===== config.mk =====
export PLATFORM = sky130hd
export DESIGN_NAME = pwr_pulse_gen
export DESIGN_NICKNAME = d
export VERILOG_FILES = /design/src/rtl/pwr_pulse_gen.sv
export SDC_FILE = /design/constraint.sdc
export NUM_CORES = 1
export LEC_CHECK = 0
export ABC_AREA = 1
export BUFFER_PORTS_ARGS = -buffer_cell sky130_fd_sc_hd__buf_2
export CAP_MARGIN = 20
export CORE_MARGIN = 2
export CORE_UTILIZATION = 51
export DETAILED_ROUTE_END_ITERATION = 10
export GPL_ROUTABILITY_DRIVEN = 0
export MAX_ROUTING_LAYER = met4
export PLACE_DENSITY = 0.72
export SLEW_MARGIN = 0
export SYNTH_ARGS = -nofsm -noshare
export SYNTH_HDL_FRONTEND = slang
export SYNTH_SLANG_ARGS = --single-unit

===== constraint.sdc =====
create_clock -name clk -period 3.15 [get_ports clk]
set_input_delay 0.63 -clock clk [delete_from_list [all_inputs] [get_ports clk]]
set_output_delay 0.63 -clock clk [all_outputs]
set_load 0.05 [all_outputs]

===== src/rtl/pwr_pulse_gen.sv =====
// Pulsed-supply generator: bursts of PwrClk pulses with programmable on/off widths.
// Optional PWRCLK_STATS_EN adds a rising-edge pulse counter and a sticky abort flag.
module pwr_pulse_gen #(
    parameter int CNT_W = 8
) (
    input  logic             clk,
    input  logic             rst,
    input  logic             en,
    input  logic             start,
    input  logic [CNT_W-1:0] on_cycles,
    input  logic [CNT_W-1:0] off_cycles,
    input  logic [CNT_W-1:0] burst_len,
    output logic             PwrClk,
    output logic             busy,
    output logic             done,
    output logic [CNT_W-1:0] pulse_idx
`ifdef PWRCLK_STATS_EN
    ,
    output logic [31:0]      total_pulses,
    output logic             abort_seen
`endif
);

    // state  | meaning
    // IDLE   | PwrClk low, waiting for en && start
    // ON     | PwrClk high, down-counting on_len
    // OFF    | PwrClk low guard gap, down-counting off_len
    // DONE   | one-cycle done strobe, busy still high
    localparam logic [1:0] S_IDLE = 2'd0;
    localparam logic [1:0] S_ON   = 2'd1;
    localparam logic [1:0] S_OFF  = 2'd2;
    localparam logic [1:0] S_DONE = 2'd3;

    localparam logic [CNT_W-1:0] ONE = CNT_W'(1);

    logic [1:0]       state_q, state_d;
    logic [CNT_W-1:0] cnt_q, cnt_d;
    logic [CNT_W-1:0] on_len_q, on_len_d;
    logic [CNT_W-1:0] off_len_q, off_len_d;
    logic [CNT_W-1:0] burst_q, burst_d;
    logic [CNT_W-1:0] idx_q, idx_d;
    logic [CNT_W-1:0] idx_inc;
    logic             pwr_q, pwr_d;
    logic             busy_q, busy_d;
    logic             done_q, done_d;
    logic             start_acc;
    logic             abort_evt;

    function automatic logic [CNT_W-1:0] nz(input logic [CNT_W-1:0] v);
        return (v == '0) ? ONE : v;
    endfunction

    assign idx_inc = idx_q + ONE;

    always_comb begin
        state_d   = state_q;
        cnt_d     = cnt_q;
        on_len_d  = on_len_q;
        off_len_d = off_len_q;
        burst_d   = burst_q;
        idx_d     = idx_q;
        pwr_d     = pwr_q;
        busy_d    = busy_q;
        done_d    = 1'b0;
        start_acc = 1'b0;
        abort_evt = 1'b0;
        case (state_q)
            S_IDLE: begin
                pwr_d  = 1'b0;
                busy_d = 1'b0;
                if (en && start) begin
                    start_acc = 1'b1;
                    on_len_d  = nz(on_cycles);
                    off_len_d = nz(off_cycles);
                    burst_d   = nz(burst_len);
                    idx_d     = '0;
                    cnt_d     = nz(on_cycles) - ONE;
                    state_d   = S_ON;
                    pwr_d     = 1'b1;
                    busy_d    = 1'b1;
                end
            end
            S_ON: begin
                if (!en) begin
                    abort_evt = 1'b1;
                end else if (cnt_q == '0) begin
                    idx_d = idx_inc;
                    pwr_d = 1'b0;
                    if (idx_inc == burst_q) begin
                        state_d = S_DONE;
                        done_d  = 1'b1;
                    end else begin
                        state_d = S_OFF;
                        cnt_d   = off_len_q - ONE;
                    end
                end else begin
                    cnt_d = cnt_q - ONE;
                end
            end
            S_OFF: begin
                if (!en) begin
                    abort_evt = 1'b1;
                end else if (cnt_q == '0) begin
                    state_d = S_ON;
                    cnt_d   = on_len_q - ONE;
                    pwr_d   = 1'b1;
                end else begin
                    cnt_d = cnt_q - ONE;
                end
            end
            S_DONE: begin
                abort_evt = !en;
                state_d   = S_IDLE;
                pwr_d     = 1'b0;
                busy_d    = 1'b0;
            end
            default: begin
                state_d = S_IDLE;
                pwr_d   = 1'b0;
                busy_d  = 1'b0;
            end
        endcase
        // en low wins over any completion decided above; pulse_idx keeps its value
        if (abort_evt) begin
            state_d = S_IDLE;
            cnt_d   = '0;
            idx_d   = idx_q;
            pwr_d   = 1'b0;
            busy_d  = 1'b0;
            done_d  = 1'b0;
        end
    end

    always_ff @(posedge clk) begin
        if (rst) begin
            state_q   <= S_IDLE;
            cnt_q     <= '0;
            on_len_q  <= '0;
            off_len_q <= '0;
            burst_q   <= '0;
            idx_q     <= '0;
            pwr_q     <= 1'b0;
            busy_q    <= 1'b0;
            done_q    <= 1'b0;
        end else begin
            state_q   <= state_d;
            cnt_q     <= cnt_d;
            on_len_q  <= on_len_d;
            off_len_q <= off_len_d;
            burst_q   <= burst_d;
            idx_q     <= idx_d;
            pwr_q     <= pwr_d;
            busy_q    <= busy_d;
            done_q    <= done_d;
        end
    end

    assign PwrClk    = pwr_q;
    assign busy      = busy_q;
    assign done      = done_q;
    assign pulse_idx = idx_q;

`ifdef PWRCLK_STATS_EN
    logic [31:0] total_q;
    logic        abort_q;

    // Count is bumped on the same edge that raises PwrClk, so it tracks the visible pulse.
    always_ff @(posedge clk) begin
        if (rst) begin
            total_q <= '0;
            abort_q <= 1'b0;
        end else begin
            if (pwr_d && !pwr_q)
                total_q <= total_q + 32'd1;
            if (abort_evt)
                abort_q <= 1'b1;
            else if (start_acc)
                abort_q <= 1'b0;
        end
    end

    assign total_pulses = total_q;
    assign abort_seen   = abort_q;
`endif

endmodule


==> results of run 1 <==
==> metrics by stage <==
stage          instance area (µm²)  utilization, %  hold WS (ns)
2_1_floorplan                 3070               -         0.441
3_3_place_gp                  3310            56.2         0.433
3_5_place_dp                  3310            56.2         0.435
4_1_cts                       3420            58.1         0.449
5_1_grt                       3420            58.1         0.467
6_report                      3420            58.1         0.445
==> state kept, by name, summed over array words and instances (netlist names) <==
register	cells
burst_q	8
PwrClk	1
on_len_q	8
off_len_q	8
pulse_idx	8
done	1
state_q	2
busy	1
cnt_q	8
==> worst register-to-register path: stages, from the launching register on <==
cell and delay [ns]:
dfxtp_1 0.32, inv_1 0.12, ha_1 0.16, nand2_1 0.06
nor2_2 0.31, nand2_1 0.25, nor2_1 0.52, nand3_1 0.15
a21oi_1 0.16
==> placed cells by master (no fill, tap or decap), types with 2 or more instances in the layout <==
| cell | netlist | routed |
|---|---|---|
| dfxtp_1 | 45 | 45 |
| o21ai_0 | 32 | 32 |
| nand2_2 | 6 | 6 |
| nor2_1 | 50 | 50 |
| a211oi_1 | 2 | 2 |
| nand3_2 | 4 | 4 |
| a21oi_1 | 52 | 52 |
| a31oi_1 | 3 | 3 |
| o211ai_1 | 3 | 3 |
| nand2_1 | 110 | 110 |
| buf_4 | 1 | 4 |
| xnor2_1 | 2 | 2 |
| buf_2 | 3 | 38 |
| nor4_1 | 3 | 3 |
| inv_1 | 71 | 71 |
| ha_1 | 11 | 11 |
| clkbuf_8 | 0 | 5 |
| nor3_1 | 6 | 6 |
| nor2_4 | 3 | 3 |
| nor2_2 | 3 | 3 |
| xor2_1 | 5 | 5 |
| nand3_1 | 46 | 46 |
| nand4_1 | 7 | 7 |
==> layer usage <==
layer | vias up | part of all wire, %
met1 | 1413 | 47
met3 | 10 | 4.1
met4 | 0 | 1.2
li1 | 1658 | -
met5 | - | 0
met2 | 72 | 48
==> final timing paths <==
| kind | start | cells past startpoint | end |
|---|---|---|---|
| hold reg to reg | PwrClk | 2 | PwrClk |
| hold / removal | PwrClk | 2 | PwrClk |
| setup reg to reg | cnt_q[0] | 8 | pulse_idx[4] |
| setup / recovery | cnt_q[0] | 8 | pulse_idx[4] |
==> area by class of cell <==
type / count / area [µm²] / share of cell area [%]
multi-input cells: 358 / 1820 / 53.3
repair buffers: 42 / 220 / 6.44
clock buffers: 6 / 72.6 / 2.12
well taps: 75 / 93.8 / 2.75
flip-flops and latches: 45 / 901 / 26.4
inverters: 72 / 270 / 7.91
clock inverters: 2 / 38.8 / 1.14
==> cells by family (layout without fill, tap and decap cells) <==
kind of cell | after synthesis | in the layout | synth area share (%)
xor gates and xnor gates | 7 | 7 | 1.99
buffers and inverters | 88 | 122 | 11.5
and+or+nand+nor | 242 | 242 | 35.7
muxes | 1 | 1 | 0.366
DFF | 45 | 45 | 29.3
adders and majority gates | 11 | 11 | 4.48
AOI/OAI and AO/OA | 97 | 97 | 16.7
==> power breakdown <==
| group | leakage (µW) | internal, µW | switching, µW |
|---|---|---|---|
| sequential | 0.000369 | 686 | 93.3 |
| combinational | 0.00119 | 504 | 932 |
| clock | 0.0000554 | 239 | 223 |
==> out/qor.yml, run 1 <==
yosys:
  synthTopCellsByCount: "nand2_1, inv_1, a21oi_1"
  synth-seq-area-share_pct: 29.3
  syn_avg_cell_area_um2: 6.26
  synthDistinctLibCells: 35
  yosys_warnings: 0
  yosys-top-cells-area: "dfxtp_1, nand2_1, inv_1, a21oi_1, nand3_1"
  netlist_area_mm2: 0.00307
  synth_edf_count: 0
  ys_dominant_reg_cell: "dfxtp_1"
  synthCells: 491
  ys_async_sr_fraction_pct: 0
  yosysTopAreaCellShare_pct: 29.3
  yosys.area.top_type: "dfxtp_1"
  synth-seq-cells: 45
  syn_nets: 530
  synth.most_common_cell: "nand2_1"
timing:
  timing.fmax_mhz: 475
  rsz0062_at_grt: "no"
  post-route-min-period_ns: 2.10
  fin_setup_tns_ns: 0
  hold_violations: 0
  layout_setup_ws_ns: 1.05
  worst_pin_slew_ns: 0.821
  setup_viol: 0
  fin_crit_sh_pct: 66.8
  slew_violations: 0
  clock_skew_ns: 0.00612
  maxSlewHeadroom_pct: 45.2
global_routing:
  gr-max-usage-layer: "met2"
  grt_pass1_vias: 2792
  grt_util_all_layers_pct: 24.2
  grt_pass1_wl_mm: 12.4
  met2_usage_pct: 42.0
  grtUsageMet1_pct: 29.9
  grt_overflow: 0
  antenna_found_initial: 0
  grt_max_degree: 31
  grt_use_met3_pct: 3.63
pwr:
  max-vdd-ir-drop_mv: 0.479
  leakage_uw: 0.00162
  finalPower_uw: 2680
  powerDensity_mw_per_mm2: 783
layout:
  n_fill_cell: 599
  drive_gt1_share_pct: 13.1
  area_delta_synth_final_pct: 11.2
  fin_cells: 600
  fin_nets: 563
  diodes: 0
die:
  start_util_pct: 52.2
  core_mm2: 0.00589
  die-area_mm2: 0.00667
  dieHeight_um: 81.6
  io_pins: 39
  rows: 28
  die_w_um: 81.6
route:
  wl_mm: 7.54
  ant_nets: 0
  drc: 0
  routedWlPerCell_um: 12.6
  dr.pass1.iters: 5
  post_drt_via_cell_ratio: 5.26
  vias: 3153
  drt_iter0_drc: 228
critical_path:
  cp_max_fo: 8
  critPathSlowestCell: "nor2_1"
  critPathKind: "flip-flop to flip-flop"
  start_kind: "flip-flop"
  slowest_delay_ns: 0.52
  r2r_slack_ns: 1.05
  timing.critical_path.mode_cell: "nand2_1"
  crit_arrival_ns: 2.35
  cp.buffers_inverters: 1
  crit_chain: "inv_1, ha_1, nand2_1, nor2_2, nand2_1, nor2_1, nand3_1, a21oi_1"
  crit_path_end_kind: "flip-flop"
  critPathTopFamily: "simple AND/OR/NAND/NOR gates"
  required_ns: 3.40
clocking:
  holdBufCountCts: 0
  root_buffer: "clkbuf_8"
  insertion_delay_ns: 0.31
  cts-htree-levels: 2
  cts-buffers-inserted: 5
  tritoncts: "built"
  cts_sinks: 45
  cts_setup_buffers: 0
  clk_path_buf_depth: 2
  cts_resized: 0
  clkTransAtPathRegs_ns: 0.09
place:
  hpwl_mm: 5.74
  numPortBuffers: 38
  dp_slack_ns: 0.876
  post-place-cells: 592
status:
  status: "finished clean"
hold_path:
  hp-class: "flip-flop to flip-flop"
run:
  maxCapViolCount: 0
No activity file was read; power rests on OpenSTA's default activity.
==> run 2: changes to the inputs <==
--- a/config.mk
+++ b/config.mk
@@ -5,7 +5,7 @@
 export SDC_FILE = /design/constraint.sdc
 export NUM_CORES = 1
 export LEC_CHECK = 0
-export ABC_AREA = 1
+export ABC_AREA = 0
 export BUFFER_PORTS_ARGS = -buffer_cell sky130_fd_sc_hd__buf_2
 export CAP_MARGIN = 20
 export CORE_MARGIN = 2
@@ -13,7 +13,7 @@
 export DETAILED_ROUTE_END_ITERATION = 10
 export GPL_ROUTABILITY_DRIVEN = 0
 export MAX_ROUTING_LAYER = met4
-export PLACE_DENSITY = 0.72
+export PLACE_DENSITY = 0.75
 export SLEW_MARGIN = 0
 export SYNTH_ARGS = -nofsm -noshare
 export SYNTH_HDL_FRONTEND = slang
==> constraint.sdc (replaced) <==
create_clock -name clk -period 1.7 [get_ports clk]
set_input_delay 0.34 -clock clk [delete_from_list [all_inputs] [get_ports clk]]
set_output_delay 0.34 -clock clk [all_outputs]
set_load 0.05 [all_outputs]
==> run 2 against run 1 <==
The flow now finishes with violations (negative setup slack). Combinational power up 74%. Largest cell class unchanged. Clock-buffer cell count down 1. Register-to-register slack worse by 1.4 ns. Critical endpoint is now cnt_q[2]. First-iteration DRC count down 22%. Clock skew about the same.
==> out/qor.yml, run 2 <==
route:
  routedWlPerCell_um: 14.7
  post_drt_via_cell_ratio: 5.65
  vias: 3227
  drt_iter0_drc: 178
  wl_mm: 8.38
  dr.pass1.iters: 5
  drc: 0
  ant_nets: 0
place:
  post-place-cells: 551
  numPortBuffers: 38
  hpwl_mm: 6.23
clocking:
  insertion_delay_ns: 0.30
  root_buffer: "clkbuf_8"
  clk_path_buf_depth: 2
  tritoncts: "built"
  cts-htree-levels: 2
  clkTransAtPathRegs_ns: 0.09
  holdBufCountCts: 0
  cts_sinks: 45
  cts-buffers-inserted: 5
timing:
  fin_crit_sh_pct: 119
  setup_viol: 16
  clock_skew_ns: 0.00634
  layout_setup_ws_ns: -0.322
  post-route-min-period_ns: 2.02
  hold_violations: 0
  rsz0062_at_grt: "yes"
  fin_hold_ws_ns: 0.281
  timing.fmax_mhz: 495
  worst_pin_slew_ns: 0.519
  slew_violations: 0
  maxSlewHeadroom_pct: 65.3
die:
  rows: 27
  start_util_pct: 52.4
  io_pins: 39
  die-area_mm2: 0.00624
  dieHeight_um: 79.0
  die_w_um: 79.0
  core_mm2: 0.00547
yosys:
  synthTopCellsByCount: "nand2_1, dfxtp_1, a21oi_1"
  syn_avg_cell_area_um2: 7.63
  yosysTopAreaCellShare_pct: 31.4
  synthDistinctLibCells: 57
  yosys_warnings: 0
  synth.most_common_cell: "nand2_1"
  ys_dominant_reg_cell: "dfxtp_1"
  syn_nets: 415
  yosys.area.top_type: "dfxtp_1"
  synth_edf_count: 0
  synth-seq-area-share_pct: 31.4
  netlist_area_mm2: 0.00287
  synthCells: 376
  ys_async_sr_fraction_pct: 0
  synth-seq-cells: 45
  yosys-top-cells-area: "dfxtp_1, nand2_1, a21oi_1, xor2_1, ha_1"
layout:
  layout.cells.most_common: "buf_4"
  area_delta_synth_final_pct: 43.9
  drive_gt1_share_pct: 38.9
  fin_nets: 537
  diodes: 0
  final_cell_mix: "buf_4, nand2_1, buf_2"
  fin_cells: 571
critical_path:
  crit_chain: "ha_4, nand2b_4, o211a_1, o32a_1, or4_4, nand2_4, mux2i_1"
  required_ns: 1.94
  critPathSlowestCell: "or4_4"
  crit_arrival_ns: 2.26
  cp_max_fo: 5
  crit_path_end_kind: "flip-flop"
  slowest_delay_ns: 0.52
  critPathKind: "flip-flop to flip-flop"
  start_kind: "flip-flop"
global_routing:
  antenna_found_initial: 0
  grt_pass1_vias: 3102
  grt_overflow: 0
  grt_util_all_layers_pct: 28.3
  grt_pass1_wl_mm: 13.9
  grt_max_degree: 34
pwr:
  leakage_uw: 0.00178
  powerDensity_mw_per_mm2: 1080
  max-vdd-ir-drop_mv: 0.647
run:
  maxCapViolCount: 0
status:
  violations: "negative setup slack"
  status: "finished, violations left"
hold_path:
  hp-class: "input pin to flip-flop"
[run 2: cell count changes in the layout (fill, tap and decap cells not counted), sizes merged, moves of 12 or more]
cell,change
nand2,-56
xor2,+12
inv,-59
o21ai,-12
buf,+93
nor2,-30
nand3,-43
[run 2: worst max-delay path, delay by kind of cell (launching register included)]
kind	cells	cell delay [ns]
AND/OR/NAND/NOR	3	0.78
adder cells (fa/ha/maj)	1	0.17
AO/OA/AOI/OAI	2	0.47
multiplexers	1	0.18
flip-flops	1	0.36
[run 2: final timing paths]
kind	from	to	slack, ns	depth (start not counted)
worst max register to register	pulse_idx[1]	cnt_q[2]	-0.32	7
worst min-delay path	burst_len[7]	burst_q[7]	0.28	3
worst min register to register	burst_q[7]	burst_q[7]	0.47	2
worst max-delay path	pulse_idx[1]	cnt_q[2]	-0.32	7
[run 2: final cells by class]
class / count / area (µm²)
Inverter: 12 / 45.0
Tap cell: 72 / 90.1
Fill cell: 416 / 1340
Timing Repair Buffer: 135 / 953
Clock buffer: 5 / 68.8
Multi-Input combinational cell: 299 / 2030
Clock inverter: 3 / 21.3
Sequential cell: 45 / 925
[run 2: repair_timing]
| item | CTS | global route |
|---|---|---|
| pin swaps | 3 | 8 |
| setup endpoints to repair | 18 | 19 |
| buffers inserted | 6 | 6 |
| resized for setup | 22 | 22 |
[run 2: cell families (layout without fill, tap and decap cells)]
group | count (synthesis) | in the layout | share of synthesized area (%)
xor+xnor | 23 | 23 | 7.02
flops | 45 | 45 | 31.4
buf+inv | 32 | 155 | 4.58
simple gates | 149 | 149 | 26.2
mux | 3 | 3 | 1.05
compound gates | 113 | 113 | 24.9
fa+ha+maj | 11 | 11 | 4.80
[run 2: per-stage QoR]
| step | TNS (ns) | instance area [µm²] | util, % | worst slack [ns] | power, µW |
|---|---|---|---|---|---|
| floorplan | -2.48 | 2970 | - | -0.366 | 2570 |
| global placement | -3.51 | 3800 | 69.4 | -0.267 | 3350 |
| detailed placement | -4.37 | 3800 | 69.4 | -0.335 | 3400 |
| CTS | -2.99 | 4010 | 73.2 | -0.304 | 4250 |
| global route | -4.79 | 4130 | 75.5 | -0.405 | 4720 |
| finish | -3.31 | 4130 | 75.5 | -0.322 | 4440 |
[run 2: power by group]
group / internal, µW / leakage, µW / switching [µW]
logic: 1210 / 0.00136 / 1290
registers: 1160 / 0.000373 / 84.0
clock network: 292 / 0.0000445 / 401
[run 2: routing by layer]
| metal | global-route usage [%] | vias to the layer above | wire length [µm] |
|---|---|---|---|
| met2 | 46.9 | 97 | 4040 |
| met3 | 4.09 | 12 | 496 |
| met1 | 36.2 | 1508 | 3730 |
| li1 | - | 1610 | - |
| met4 | 7.93 | 0 | 115 |
| met5 | - | - | 0 |
